[src/rtl/axi4_pkg.sv]
// Shared AXI4 burst-slave definitions.
//   burst_t   : AXI burst encodings (FIXED, INCR, WRAP); 2'b11 is reserved.
//   OKAY/SLVERR : response encodings used on bresp and rresp.
//   w_state_t / r_state_t : write- and read-channel FSM states.
package axi4_pkg;

  typedef enum logic [1:0] {
    FIXED = 2'b00,
    INCR  = 2'b01,
    WRAP  = 2'b10
  } burst_t;

  localparam logic [1:0] OKAY   = 2'b00;
  localparam logic [1:0] SLVERR = 2'b10;

  typedef enum logic [1:0] {
    W_IDLE = 2'b00,
    W_DATA = 2'b01,
    W_RESP = 2'b10
  } w_state_t;

  typedef enum logic {
    R_IDLE = 1'b0,
    R_DATA = 1'b1
  } r_state_t;

endpackage

[src/rtl/axi4_burst_addr_gen.sv]
// Burst address generator (purely combinational, one per channel).
//   addr      : word address of the current beat
//   len       : burst length minus one (AxLEN)
//   burst     : burst type (AxBURST)
//   next_addr : word address of the following beat
//   beat_err  : current beat must be answered with SLVERR (illegal burst
//               type, illegal WRAP length, or address outside storage)
module axi4_burst_addr_gen
  import axi4_pkg::*;
#(
  parameter int ASZ    = 4,
  parameter int NWORDS = 12
) (
  input  logic [ASZ-1:0] addr,
  input  logic [7:0]     len,
  input  logic [1:0]     burst,
  output logic [ASZ-1:0] next_addr,
  output logic           beat_err
);

  localparam logic [ASZ:0] NWORDS_W = (ASZ+1)'(NWORDS);

  logic [ASZ-1:0] addr_inc;
  logic [ASZ-1:0] wrap_mask;
  logic           burst_err;
  logic           in_range;

  // NOTE: every variable gets a default at the top of always_comb so no
  // path through the case leaves it unassigned, which would infer a latch.
  always_comb begin
    addr_inc  = addr + 1'b1;
    // A legal WRAP length is 2**k-1, so len itself is the in-block offset mask.
    wrap_mask = ASZ'(len);
    next_addr = addr;
    burst_err = 1'b0;
    case (burst)
      FIXED: next_addr = addr;
      INCR:  next_addr = addr_inc;
      WRAP: begin
        next_addr = (addr & ~wrap_mask) | (addr_inc & wrap_mask);
        burst_err = !(len inside {8'd1, 8'd3, 8'd7, 8'd15});
      end
      default: burst_err = 1'b1;
    endcase
    in_range = {1'b0, addr} < NWORDS_W;
    beat_err = burst_err || !in_range;
  end

endmodule

[src/rtl/axi4_burst_slave.sv]
// AXI4 burst slave backed by NWORDS x DSZ registers.
//   clk, _rst            : clock, asynchronous active-low reset
//   aw*/w*/b*            : write address, data and response channels
//   ar*/r*               : read address and data channels
// Addresses are word addresses. Write and read channels run independently;
// a read and a write of the same word on the same edge returns the old value.
module axi4_burst_slave
  import axi4_pkg::*;
#(
  parameter int DSZ    = 32,
  parameter int ASZ    = 4,
  parameter int NWORDS = 12
) (
  input  logic             clk,
  input  logic             _rst,
  // write address
  input  logic [ASZ-1:0]   awaddr,
  input  logic [7:0]       awlen,
  input  logic [1:0]       awburst,
  input  logic             awvalid,
  output logic             awready,
  // write data
  input  logic [DSZ-1:0]   wdata,
  input  logic [DSZ/8-1:0] wstrb,
  input  logic             wlast,
  input  logic             wvalid,
  output logic             wready,
  // write response
  output logic [1:0]       bresp,
  output logic             bvalid,
  input  logic             bready,
  // read address
  input  logic [ASZ-1:0]   araddr,
  input  logic [7:0]       arlen,
  input  logic [1:0]       arburst,
  input  logic             arvalid,
  output logic             arready,
  // read data
  output logic [DSZ-1:0]   rdata,
  output logic [1:0]       rresp,
  output logic             rlast,
  output logic             rvalid,
  input  logic             rready
);

  localparam int NBYTES = DSZ / 8;

  logic [DSZ-1:0] mem [NWORDS];

  // ---------------- write channel ----------------
  w_state_t       w_state;
  logic [ASZ-1:0] w_addr;
  logic [7:0]     w_len;
  logic [1:0]     w_burst;
  logic [8:0]     w_cnt;      // beats accepted so far, saturating
  logic           w_err;      // an earlier beat of this burst errored
  logic [ASZ-1:0] w_next_addr;
  logic           w_beat_err;
  logic           w_in_burst;
  logic           w_beat_bad;
  logic           mem_we;

  axi4_burst_addr_gen #(.ASZ(ASZ), .NWORDS(NWORDS)) u_w_gen (
    .addr      (w_addr),
    .len       (w_len),
    .burst     (w_burst),
    .next_addr (w_next_addr),
    .beat_err  (w_beat_err)
  );

  assign w_in_burst = w_cnt <= {1'b0, w_len};
  assign w_beat_bad = !w_in_burst || w_beat_err;
  assign mem_we     = (w_state == W_DATA) && wvalid && wready && !w_beat_bad;

  // NOTE: sequential state is assigned with <= only, so every register
  // samples pre-edge values and block ordering cannot change the result.
  always_ff @(posedge clk or negedge _rst) begin
    if (!_rst) begin
      w_state <= W_IDLE;
      awready <= 1'b1;
      wready  <= 1'b0;
      bvalid  <= 1'b0;
      bresp   <= OKAY;
      w_addr  <= '0;
      w_len   <= '0;
      w_burst <= '0;
      w_cnt   <= '0;
      w_err   <= 1'b0;
    end else begin
      case (w_state)
        W_IDLE: begin
          if (awvalid) begin
            w_state <= W_DATA;
            awready <= 1'b0;
            wready  <= 1'b1;
            w_addr  <= awaddr;
            w_len   <= awlen;
            w_burst <= awburst;
            w_cnt   <= '0;
            w_err   <= 1'b0;
          end
        end
        W_DATA: begin
          if (wvalid) begin
            // Beats past len+1 are discarded and do not move the address.
            if (w_in_burst) w_addr <= w_next_addr;
            if (w_cnt != '1) w_cnt <= w_cnt + 9'd1;
            if (wlast) begin
              w_state <= W_RESP;
              wready  <= 1'b0;
              bvalid  <= 1'b1;
              bresp   <= (w_err || w_beat_bad || (w_cnt != {1'b0, w_len}))
                         ? SLVERR : OKAY;
            end else begin
              w_err <= w_err || w_beat_bad;
            end
          end
        end
        W_RESP: begin
          if (bready) begin
            w_state <= W_IDLE;
            bvalid  <= 1'b0;
            bresp   <= OKAY;
            awready <= 1'b1;
          end
        end
        default: w_state <= W_IDLE;
      endcase
    end
  end

  // NOTE: the storage is cleared by reset because the design requires every
  // word to read back as zero afterwards; plain RAMs usually are not reset.
  always_ff @(posedge clk or negedge _rst) begin
    if (!_rst) begin
      for (int i = 0; i < NWORDS; i++) mem[i] <= '0;
    end else if (mem_we) begin
      for (int b = 0; b < NBYTES; b++)
        if (wstrb[b]) mem[w_addr][8*b +: 8] <= wdata[8*b +: 8];
    end
  end

  // ---------------- read channel ----------------
  r_state_t       r_state;
  logic [ASZ-1:0] r_next_addr;  // address of the beat to present next
  logic [7:0]     r_len;
  logic [1:0]     r_burst;
  logic [7:0]     r_cnt;        // index of the beat currently presented
  logic [ASZ-1:0] rg_addr;
  logic [7:0]     rg_len;
  logic [1:0]     rg_burst;
  logic [ASZ-1:0] rg_next;
  logic           rg_err;
  logic [DSZ-1:0] rg_data;

  // While idle the generator looks at the AR request so beat 0 can be
  // loaded on the handshake edge; afterwards it follows the burst.
  assign rg_addr  = (r_state == R_IDLE) ? araddr  : r_next_addr;
  assign rg_len   = (r_state == R_IDLE) ? arlen   : r_len;
  assign rg_burst = (r_state == R_IDLE) ? arburst : r_burst;
  assign rg_data  = rg_err ? '0 : mem[rg_addr];

  axi4_burst_addr_gen #(.ASZ(ASZ), .NWORDS(NWORDS)) u_r_gen (
    .addr      (rg_addr),
    .len       (rg_len),
    .burst     (rg_burst),
    .next_addr (rg_next),
    .beat_err  (rg_err)
  );

  always_ff @(posedge clk or negedge _rst) begin
    if (!_rst) begin
      r_state     <= R_IDLE;
      arready     <= 1'b1;
      rvalid      <= 1'b0;
      rdata       <= '0;
      rresp       <= OKAY;
      rlast       <= 1'b0;
      r_next_addr <= '0;
      r_len       <= '0;
      r_burst     <= '0;
      r_cnt       <= '0;
    end else begin
      case (r_state)
        R_IDLE: begin
          if (arvalid) begin
            r_state     <= R_DATA;
            arready     <= 1'b0;
            rvalid      <= 1'b1;
            rdata       <= rg_data;
            rresp       <= rg_err ? SLVERR : OKAY;
            rlast       <= (arlen == 8'd0);
            r_len       <= arlen;
            r_burst     <= arburst;
            r_cnt       <= '0;
            r_next_addr <= rg_next;
          end
        end
        R_DATA: begin
          if (rready) begin
            if (rlast) begin
              r_state <= R_IDLE;
              arready <= 1'b1;
              rvalid  <= 1'b0;
              rdata   <= '0;
              rresp   <= OKAY;
              rlast   <= 1'b0;
            end else begin
              rdata       <= rg_data;
              rresp       <= rg_err ? SLVERR : OKAY;
              rlast       <= (r_cnt + 8'd1 == r_len);
              r_cnt       <= r_cnt + 8'd1;
              r_next_addr <= rg_next;
            end
          end
        end
        default: r_state <= R_IDLE;
      endcase
    end
  end

endmodule

[config.mk]
export PLATFORM = sky130hd
export DESIGN_NAME = axi4_burst_slave
export DESIGN_NICKNAME = d
export VERILOG_FILES = /design/src/rtl/axi4_pkg.sv /design/src/rtl/axi4_burst_addr_gen.sv /design/src/rtl/axi4_burst_slave.sv
export SDC_FILE = /design/constraint.sdc
export NUM_CORES = 1
export LEC_CHECK = 0
export CORE_MARGIN = 8
export CORE_UTILIZATION = 40
export DETAILED_ROUTE_END_ITERATION = 16
export DONT_BUFFER_PORTS = 1
export SETUP_SLACK_MARGIN = 0.02
export SYNTH_ARGS = -nofsm -noshare
export SYNTH_HDL_FRONTEND = slang
export SYNTH_SLANG_ARGS = --single-unit
[constraint.sdc]
create_clock -name clk -period 4.7 [get_ports clk]
set_clock_uncertainty 0.1 [all_clocks]
set_input_delay 1.41 -clock clk [delete_from_list [all_inputs] [get_ports clk]]
set_output_delay 1.41 -clock clk [all_outputs]
set_load 0.01 [all_outputs]
### Word-level counts from Yosys, hierarchy flattened

Cells that the tools add are included.

* div/mod/pow operators: 0
* shift operators: 0
* eq/ne operators: 29
* reduce and logical (&&, ||, !) cells: 38
* magnitude comparators: 6
* bitwise operators: 11
* $add $sub $neg: 4
* multiply operators: 0
* multiplexer cells: 94

Operators by type and width (number)
* 384-bit 2-to-1 mux: 7
* 384-bit bitwise mux: 4
* 32-bit demux with 4-bit select: 4
* 32-bit 2-to-1 mux: 7
* 32-bit binary-select mux with 4-bit select: 1
* 32-bit one-hot mux with 2 select lines: 1
* 8-bit 2-to-1 mux: 5
* 4-bit one-hot mux with 2 select lines: 4
* 4-bit 2-to-1 mux: 7
* 9-bit 2-to-1 mux: 3
* 2-bit 2-to-1 mux: 12
* 24-bit 2-to-1 mux: 1
* 1-bit 2-to-1 mux: 22
* 2-bit inequality test, second input constant: 10
* 1-bit one-hot mux with 2 select lines: 10
* 4-bit AND reduction: 5
* 9-bit one-hot mux with 2 select lines: 1
* 4-bit AND: 4
* 8-bit by 1-bit equality test with 1-bit output, second input constant: 2
* 8-bit by 2-bit equality test with 1-bit output, second input constant: 2
* 8-bit by 3-bit equality test with 1-bit output, second input constant: 2
* 8-bit by 4-bit equality test with 1-bit output, second input constant: 2
* 16-bit 2-to-1 mux: 1
* 8-bit one-hot mux with 2 select lines: 1
* other kinds (31): 64

* memory bits (writable): 0
* register bits: 475
* latch bits: 0
* memories: 0
* word-level logic and storage cells: 214
* output and inout bits: 42
* input port bits: 72
* bits in read-only memories: 0

### Longest topological paths before layout

Gate-level depths: netlist of run 1.

* depth after elaboration: 17
* mapped depth: 11
* depth with buffers taken out: 10

### Hierarchy

From an unflattened synthesis of run 1, not the netlist that was laid out.

* cell total of the unflattened synthesis: 1544
* area, all modules: 22049.9 µm²

Modules (own cells, without submodules)
* axi4_burst_slave: area an instance 21549.4 µm², times used 1, cells each 1472, seq. area each 11838.9 µm²
* axi4_burst_addr_gen: area an instance 250.2 µm², times used 2, cells each 36, seq. area each 0.0 µm²

### Worst setup path before layout of run 1

No wires, ideal clock.

* kind: input-to-reg
* from: in araddr[0]
* to: reg r_next_addr[1]
* arrival: 3.318 ns
* stages on the path: 9
* required time: 4.470 ns
* library setup time: 0.130 ns
* path buffers: 2
* setup slack: 1.152 ns
* cell sequence: mux2i_2 -> inv_2 -> clkbuf_1 -> clkbuf_1 -> ha_1 -> nor2b_1 -> mux2_2 -> a222oi_1 -> a21oi_1

* cells in the longest elaborated chain, start to end: 8
* elaborated cells on any way between the ends: 9
* those cells by class: add/sub (1); mux (6); bitwise (2)

RTL lines
* start, declared: RTL line axi4_burst_slave.sv:33 `input logic [ASZ-1:0] araddr,`
* 4-bit 2-to-1 mux *: RTL line axi4_burst_slave.sv:158 `assign rg_addr = (r_state == R_IDLE) ? araddr : r_next_addr;`
* 4-bit by 1-bit adder with 4-bit output *: RTL line axi4_burst_addr_gen.sv:31 `addr_inc = addr + 1'b1;`
* 4-bit AND: RTL line axi4_burst_addr_gen.sv:40 `next_addr = (addr & ~wrap_mask) | (addr_inc & wrap_mask);`
* 4-bit OR: RTL line axi4_burst_addr_gen.sv:40
* 4-bit one-hot mux with 2 select lines *: RTL line axi4_burst_addr_gen.sv:36 `case (burst)`
* 4-bit 2-to-1 mux: RTL line axi4_burst_slave.sv:201 `if (rlast) begin`
* 4-bit 2-to-1 mux: RTL line axi4_burst_slave.sv:200 `if (rready) begin`
* 4-bit one-hot mux with 2 select lines *: RTL line axi4_burst_slave.sv:184 `case (r_state)`
* end signal, assigned: RTL line axi4_burst_slave.sv:196 `r_next_addr <= rg_next;`
* end signal, assigned: RTL line axi4_burst_slave.sv:213 `r_next_addr <= rg_next;`
* end, declared: RTL line axi4_burst_slave.sv:145 `logic [ASZ-1:0] r_next_addr;`

Every way passes the cells marked *; elsewhere a longest branch is shown, timed or not. The select of a mux whose other input is x is not followed.
A chain may end at the register's enable or synchronous reset.

### Worst setup path after layout of run 1

* from: reg w_cnt[7]
* to: reg mem[192] (netlist bit)

* cells in the longest elaborated chain, start to end: 5

RTL lines
* start, declared: RTL line axi4_burst_slave.sv:55 `logic [8:0] w_cnt;`
* start signal, assigned: RTL line axi4_burst_slave.sv:107 `if (w_cnt != '1) w_cnt <= w_cnt + 9'd1;`
* 9-bit by 8-bit <= comparator with 1-bit output: RTL line axi4_burst_slave.sv:71 `assign w_in_burst = w_cnt <= {1'b0, w_len};`
* 1-bit logical NOT: RTL line axi4_burst_slave.sv:72 `assign w_beat_bad = !w_in_burst || w_beat_err;`
* 1-bit logical OR: RTL line axi4_burst_slave.sv:72
* 1-bit logical NOT: RTL line axi4_burst_slave.sv:73 `assign mem_we = (w_state == W_DATA) && wvalid && wready && !w_beat_bad;`
* 1-bit logical AND: RTL line axi4_burst_slave.sv:73
* end signal, assigned by index: RTL line axi4_burst_slave.sv:139 `if (wstrb[b]) mem[w_addr][8*b +: 8] <= wdata[8*b +: 8];`
* end, declared: RTL line axi4_burst_slave.sv:48 `logic [DSZ-1:0] mem [NWORDS];`

No other way between the ends.

==> results of run 1 <==
## path summary, 6_finish.rpt
kind | endpoint | slack [ns]
max reg2reg | mem[192] | 1.41
max in group asynchronous | mem[226] | 2.40
min in group asynchronous | r_cnt[4] | 0.47
max | mem[192] | 1.41
min reg2reg | awready | 0.39
min | awready | 0.39
## cells in the mapped netlist (2+ instances only)
cell type | count | area share
o31ai_1 | 4 | 0.0013
inv_1 | 21 | 0.0034
ha_1 | 18 | 0.0097
buf_4 | 7 | 0.0023
nand2_4 | 2 | 0.00097
nor3_1 | 6 | 0.0013
mux2_2 | 394 | 0.19
xnor2_1 | 6 | 0.0023
nor3b_1 | 5 | 0.0016
mux2_4 | 8 | 0.0052
or4_1 | 4 | 0.0013
nor4_1 | 34 | 0.0092
a22o_1 | 34 | 0.013
nor2b_1 | 7 | 0.0019
nand3b_1 | 2 | 0.00065
a211oi_1 | 4 | 0.0013
a21oi_1 | 112 | 0.024
xor2_1 | 10 | 0.0038
dfstp_2 | 2 | 0.0023
buf_6 | 6 | 0.0029
o21ai_0 | 65 | 0.014
nand2b_1 | 6 | 0.0016
dfrtp_1 | 471 | 0.51
nor4_4 | 48 | 0.044
nand2_1 | 328 | 0.053
nand4_1 | 2 | 0.00054
buf_1 | 11 | 0.0018
nor2_1 | 25 | 0.0041
mux2i_1 | 79 | 0.034
o22ai_1 | 34 | 0.0092
and3_1 | 8 | 0.0022
buf_2 | 13 | 0.0028
a32oi_1 | 2 | 0.00076
a31oi_1 | 2 | 0.00054
a21o_1 | 4 | 0.0013
and2_1 | 4 | 0.0011
clkbuf_1 | 98 | 0.016
a222oi_1 | 2 | 0.00087
nand3_1 | 50 | 0.011
## layout by cell type, fill, tap and decap left out, types with 3 or more instances in the layout
cell        count
nand3_1        50
mux2_4          8
clkbuf_1       10
o22ai_1        34
nor2_1         25
a211oi_1        4
mux2_2        394
nor4_4         48
xor2_1         10
clkbuf_8       17
a21oi_4         3
nor2b_1         7
ha_1           18
nor3b_1         5
buf_12          5
clkbuf_16      53
o21ai_0        65
and3_1          8
nor3_1          6
buf_4          35
clkinvlp_4      3
nor4_1         34
and2_1          3
mux2i_1        79
a22o_1         33
or4_1           4
o31ai_1         4
dfrtp_1       471
clkinv_2        8
a21o_1          4
xnor2_1         6
a21oi_1       109
nand2_1       328
nand2b_1        6
inv_1          21
## registers in the layout (all words and copies together) (netlist names), 2 cells and up, named ones only
| signal | flops |
|---|---|
| mem | 384 |
| rdata | 32 |
| w_cnt | 9 |
| r_cnt | 8 |
| r_len | 8 |
| w_len | 8 |
| r_next_addr | 4 |
| r_burst | 2 |
| w_burst | 2 |
| w_state | 2 |
## metrics by stage
step | hold WS, ns | instances | setup WS (ns) | area, um2 | util
global route | 0.412 | 2731 | 1.27 | 25700 | 0.448
detailed placement | 0.388 | 2634 | 0.888 | 23900 | 0.417
finish | 0.393 | 2732 | 1.41 | 25700 | 0.448
CTS | 0.396 | 2731 | 1.41 | 25700 | 0.448
global placement | 0.378 | 2634 | 0.916 | 23900 | 0.417
floorplan | 0.365 | 1964 | 1.15 | 23100 | -
## logic make-up (layout without fill, tap and decap cells)
kind of cell	count (synthesis)	in the layout	synth area share
AOI/OAI and AO/OA	276	276	0.0713
xor gates and xnor gates	16	16	0.00606
adders and majority gates	18	18	0.00974
buffers and inverters	157	159	0.0293
DFF	473	473	0.512
muxes	483	483	0.233
other	1	3	0.000162
and+or+nand+nor	539	539	0.138
## per-layer routing
metal / track usage / share of wire
met1: 0.231 / 0.44
met2: 0.285 / 0.47
met3: 0.0432 / 0.060
met4: 0.0533 / 0.026
met5: 0 / 0.00075
## cell type report
class	count	area, um2	area share
well taps	765	957	0.0372
clock inverters	17	158	0.00613
diodes	1	2.50	0.0000974
flip-flops and latches	473	11800	0.461
clock buffers	80	1600	0.0622
multi-input cells	1334	10700	0.416
repair buffers	40	363	0.0141
inverters	22	90.1	0.00351
## power by group through the flow
stage                     registers [uW]  clock network [uW]  logic, uW
after floorplan                     5660                   0       4080
after global placement              5900                   0       5220
after detailed placement            5950                   0       5320
after CTS                           5890                4230       5340
after global routing                6030                4400       5780
final                               5880                4120       5310
## worst max-delay path, delay by kind of cell, from the launching register on
family	cells	cell delay, ns
AND/OR/NAND/NOR	3	1.49
flip-flops	1	0.42
multiplexers	1	0.41
adder cells (fa/ha/maj)	1	0.33
buffers and inverters	1	0.29
AO/OA/AOI/OAI	1	0.07
==> flow_metrics.tcl, run 1 <==
set metrics [dict create \
    run_status "finished, violations left" \
    failed_checks "slew limit" \
    max-slew-margin-rel -0.397 \
    ys_warn_count 0 \
    fin_crit_ns 3.29 \
    worstPathMaxFanout 20 \
    fin_setup_tns_ns 0 \
    max_cap_violations 0 \
    fin_total_pwr_uw 15300 \
    first_global_vias 15700 \
    crit_path_cell_trace "ha_1, nand4b_1, nor3_1, a21oi_4, buf_4, nor4_4, mux2_2" \
    design.portCount 114 \
    final_hold_viol_count 0 \
    numPortBuffers 0 \
    worst_hold_startpoint "awready" \
    core_um2 57400 \
    start_util 0.403 \
    max_slew.worst_pin.slew_ns 2.10 \
    drv_slew 312 \
    final.fill_count 5160 \
    die-height_um 256 \
    ant_nets 0 \
    grt_setup_unrepaired "false" \
    clkTransAtPathRegs_ns 0.06 \
    min_path_type "reg2reg" \
    critPathArrivalTime_ns 3.64 \
    die_width_um 256 \
    postSynth.asyncResetShare 1.00 \
    drt_first_pass_iters 5 \
    antenna_found_initial 4 \
    post_cts.resized_instances 0 \
    final.period_utilization 0.699 \
    crit_path_start_kind "register" \
    clock_insertion_delay_worst_skew_ns 0.59 \
    overflow 0 \
    whs_path_depth 2 \
    clock-sinks 473 \
    final_layout_size_suffix_gt1_frac 0.303 \
    critPathSlowestCell "nor4_4" \
    dr_total_vias 15100 \
    wirelength_um 58400 \
    cp-end-kind "register" \
    power_density_nw_per_um2 596 \
    pin_count_of_the_biggest_net_entering_global_routing 474 \
    p_sw_uw 5670 \
    num-nets-final 2014 \
    setup_violations 0 \
    wire_length_of_the_first_global_routing_pass_um 93200 \
    detail_routed_via_count_per_cell 5.52 \
    clock_tree_from_tritoncts "built" \
    post_synth_inst_count 1963 \
    htree_num_levels 2 \
    vdd_drop_max_v 0.000680 \
    critPathKind "reg2reg" \
    synth-edff-count 0 \
    drt_first_iter_violations 926 \
    tritoncts.num_buffers 53 \
    static-leakage-power_uw 0.0115 \
    dominantRegCellSynth "dfrtp_1" \
    syn-mean-instance-area_um2 11.8 \
    syn_to_final_growth_pct 11.2 \
    syn-cell-area_um2 23100 \
    cts_root_buffer "clkbuf_16" \
    switching_share 0.370 \
    p_int_uw 9640 \
    combinationalPowerShare 0.347 \
    sequential_area_share_after_synthesis 0.512 \
    core.rowCount 88 \
    last_weighted_congestion_value_of_the_routability_driven_placer 0.798 \
    critPathLaunch "w_cnt[7]" \
    seq_power_share 0.384 \
    post-dp-hpwl_um 36100 \
    regToRegStartpoint "w_cnt[7]" \
    fp.dieArea_um2 65700 \
    yosys_register_bits 473 \
    worstPathRequired_ns 5.05 \
    grt_usage 0.176 \
    achievable-frequency_mhz 304 \
    remaining_drc_errors 0 \
    synth_cell_type_count 64 \
    cts_hold_buffers 0 \
    clockPowerShare 0.269 \
    max-clock-path-buffers 3 \
    critPathMaxStageDelay_ns 0.82 \
    wl_per_cell_um 21.4 \
    post-cts-setup-buffer-count 0 \
    ff2ff_path_depth 7 \
]
Power figures use the tool's default switching activity.
==> inputs of run 2 (changes only) <==
- clock period: 4.7 -> 3.3 ns (I/O delays scaled with it)
==> flow_metrics.tcl, run 2 (synthesized netlist as in run 1, its figures left out) <==
set metrics [dict create \
    clock_insertion_delay_worst_skew_ns 0.59 \
    static-leakage-power_uw 0.0117 \
    reg.largest.list "mem x384, rdata x32, w_cnt x9" \
    core_um2 57400 \
    wire_length_of_the_first_global_routing_pass_um 92600 \
    first_global_vias 15700 \
    core.rowCount 88 \
    setup_violations 0 \
    crit-reg2reg-capture "mem[4]" \
    final_common_cell "dfrtp_1" \
    fp.dieArea_um2 65700 \
    achievable-frequency_mhz 319 \
    hold-worst-slack_ns 0.0384 \
    critPathLaunch "w_cnt[6]" \
    post-cts-setup-buffer-count 0 \
    clkTransAtPathRegs_ns 0.06 \
    final.fill_count 5136 \
    registers.top_by_ff_count "mem" \
    pin_count_of_the_biggest_net_entering_global_routing 474 \
    ant_nets 0 \
    clockPowerShare 0.264 \
    largest_register_ffs 384 \
    post-dp-hpwl_um 36000 \
    worstPathMaxFanout 11 \
    overflow 0 \
    final.period_utilization 0.951 \
    detailedPlace.worstSlack_ns 0.143 \
    cts_hold_buffers 0 \
    max_slew.worst_pin.slew_ns 2.24 \
    num-nets-final 2059 \
    failed_checks "slew limit" \
    seq_power_share 0.379 \
    worstPathRequired_ns 3.66 \
    antenna_found_initial 3 \
    dr_total_vias 15200 \
    drt_first_iter_violations 985 \
    p_int_uw 13900 \
    final_hold_viol_count 0 \
    fin_setup_tns_ns 0 \
    layout_common_cells "471 x dfrtp_1, 394 x mux2_2, 328 x nand2_1, 109 x a21oi_1, 79 x mux2i_1" \
    drv_slew 250 \
    die_width_um 256 \
    drt_first_pass_iters 5 \
    die-height_um 256 \
    fin_crit_ns 3.14 \
    tritoncts.num_buffers 52 \
    start_util 0.403 \
    critPathKind "reg2reg" \
    run_status "finished, violations left" \
    remaining_drc_errors 0 \
    crit_path_start_kind "register" \
    design.portCount 114 \
    max-slew-margin-rel -0.494 \
    clock-sinks 473 \
    ff2ff_path_depth 8 \
    min_path_type "in2async" \
    detail_routed_via_count_per_cell 5.48 \
    regToRegSetupSlack_ns 0.16 \
    syn_to_final_growth_pct 12.9 \
    post_cts.resized_instances 0 \
    htree_num_levels 2 \
    regToRegStartpoint "w_cnt[6]" \
    cp-end-kind "register" \
    grt_usage 0.175 \
    combinationalPowerShare 0.356 \
    setup_slack_ns 0.162 \
    max_cap_violations 0 \
    max-clock-path-buffers 3 \
    power_density_nw_per_um2 844 \
    last_weighted_congestion_value_of_the_routability_driven_placer 0.812 \
    p_sw_uw 8070 \
    critPathArrivalTime_ns 3.50 \
    wirelength_um 58200 \
    grt_setup_unrepaired "false" \
    numPortBuffers 0 \
    switching_share 0.367 \
    cts_root_buffer "clkbuf_16" \
    clock_tree_from_tritoncts "built" \
    final_layout_size_suffix_gt1_frac 0.317 \
    vdd_drop_max_v 0.000603 \
    wl_per_cell_um 21.0 \
]
[run 2: cell count changes in the layout (fill, tap and decap cells not counted), sizes merged]
cell    change
buf        +46
bufinv      +2
clkbuf      -7
clkinv      +2
inv         +1
[run 2: final cells by class]
class                   instances  area [um2]  area share
flip-flops and latches        473       11800       0.454
inverters                      22        90.1     0.00345
clock buffers                  73        1480      0.0568
well taps                     765         957      0.0367
clock inverters                22         229     0.00878
multi-input cells            1334       10700       0.410
repair buffers                 86         796      0.0305
diodes                          1        2.50   0.0000959
[run 2: power by group through the flow]
stage / Combinational, uW / Clock, uW / Sequential (uW)
finish: 7850 / 5820 / 8350
global placement: 7740 / 0 / 8390
detailed placement: 7880 / 0 / 8460
global route: 8590 / 6220 / 8570
floorplan: 5800 / 0 / 8070
CTS: 7910 / 5980 / 8360
[run 2: worst max-delay path, cell delays in order (launching register included)]
cell and delay (ns):
dfrtp_1 0.42, ha_1 0.33, a21oi_1 0.17, o22ai_1 0.10
nor3_1 0.29, a21oi_4 0.20, buf_12 0.19, nor4_4 0.79
mux2_2 0.42
[run 2: per-layer routing]
layer	global-route usage	share of wire
met1	0.231	0.44
met2	0.283	0.47
met3	0.0433	0.065
met4	0.0518	0.025
met5	0	0.00046
[run 2: how the worst max path moves through the flow]
| stage | endpoint | slack, ns | cells after the start |
|---|---|---|---|
| 2_1_floorplan | r_next_addr[1] | 0.17 | 9 |
| 3_3_place_gp | mem[18] | 0.18 | 11 |
| 3_5_place_dp | mem[34] | 0.14 | 8 |
| 4_1_cts | mem[37] | 0.12 | 8 |
| 5_1_grt | mem[19] | 0.05 | 11 |
| 6_report | mem[4] | 0.16 | 8 |
[run 2: per-stage QoR]
stage,std cells,power (uW),instance area (um2),util
after floorplan,1964,13900,23100,-
after global placement,2680,16100,24400,0.425
after detailed placement,2680,16300,24400,0.425
after CTS,2775,22300,26100,0.455
after global routing,2775,23400,26100,0.455
final,2776,22000,26100,0.455
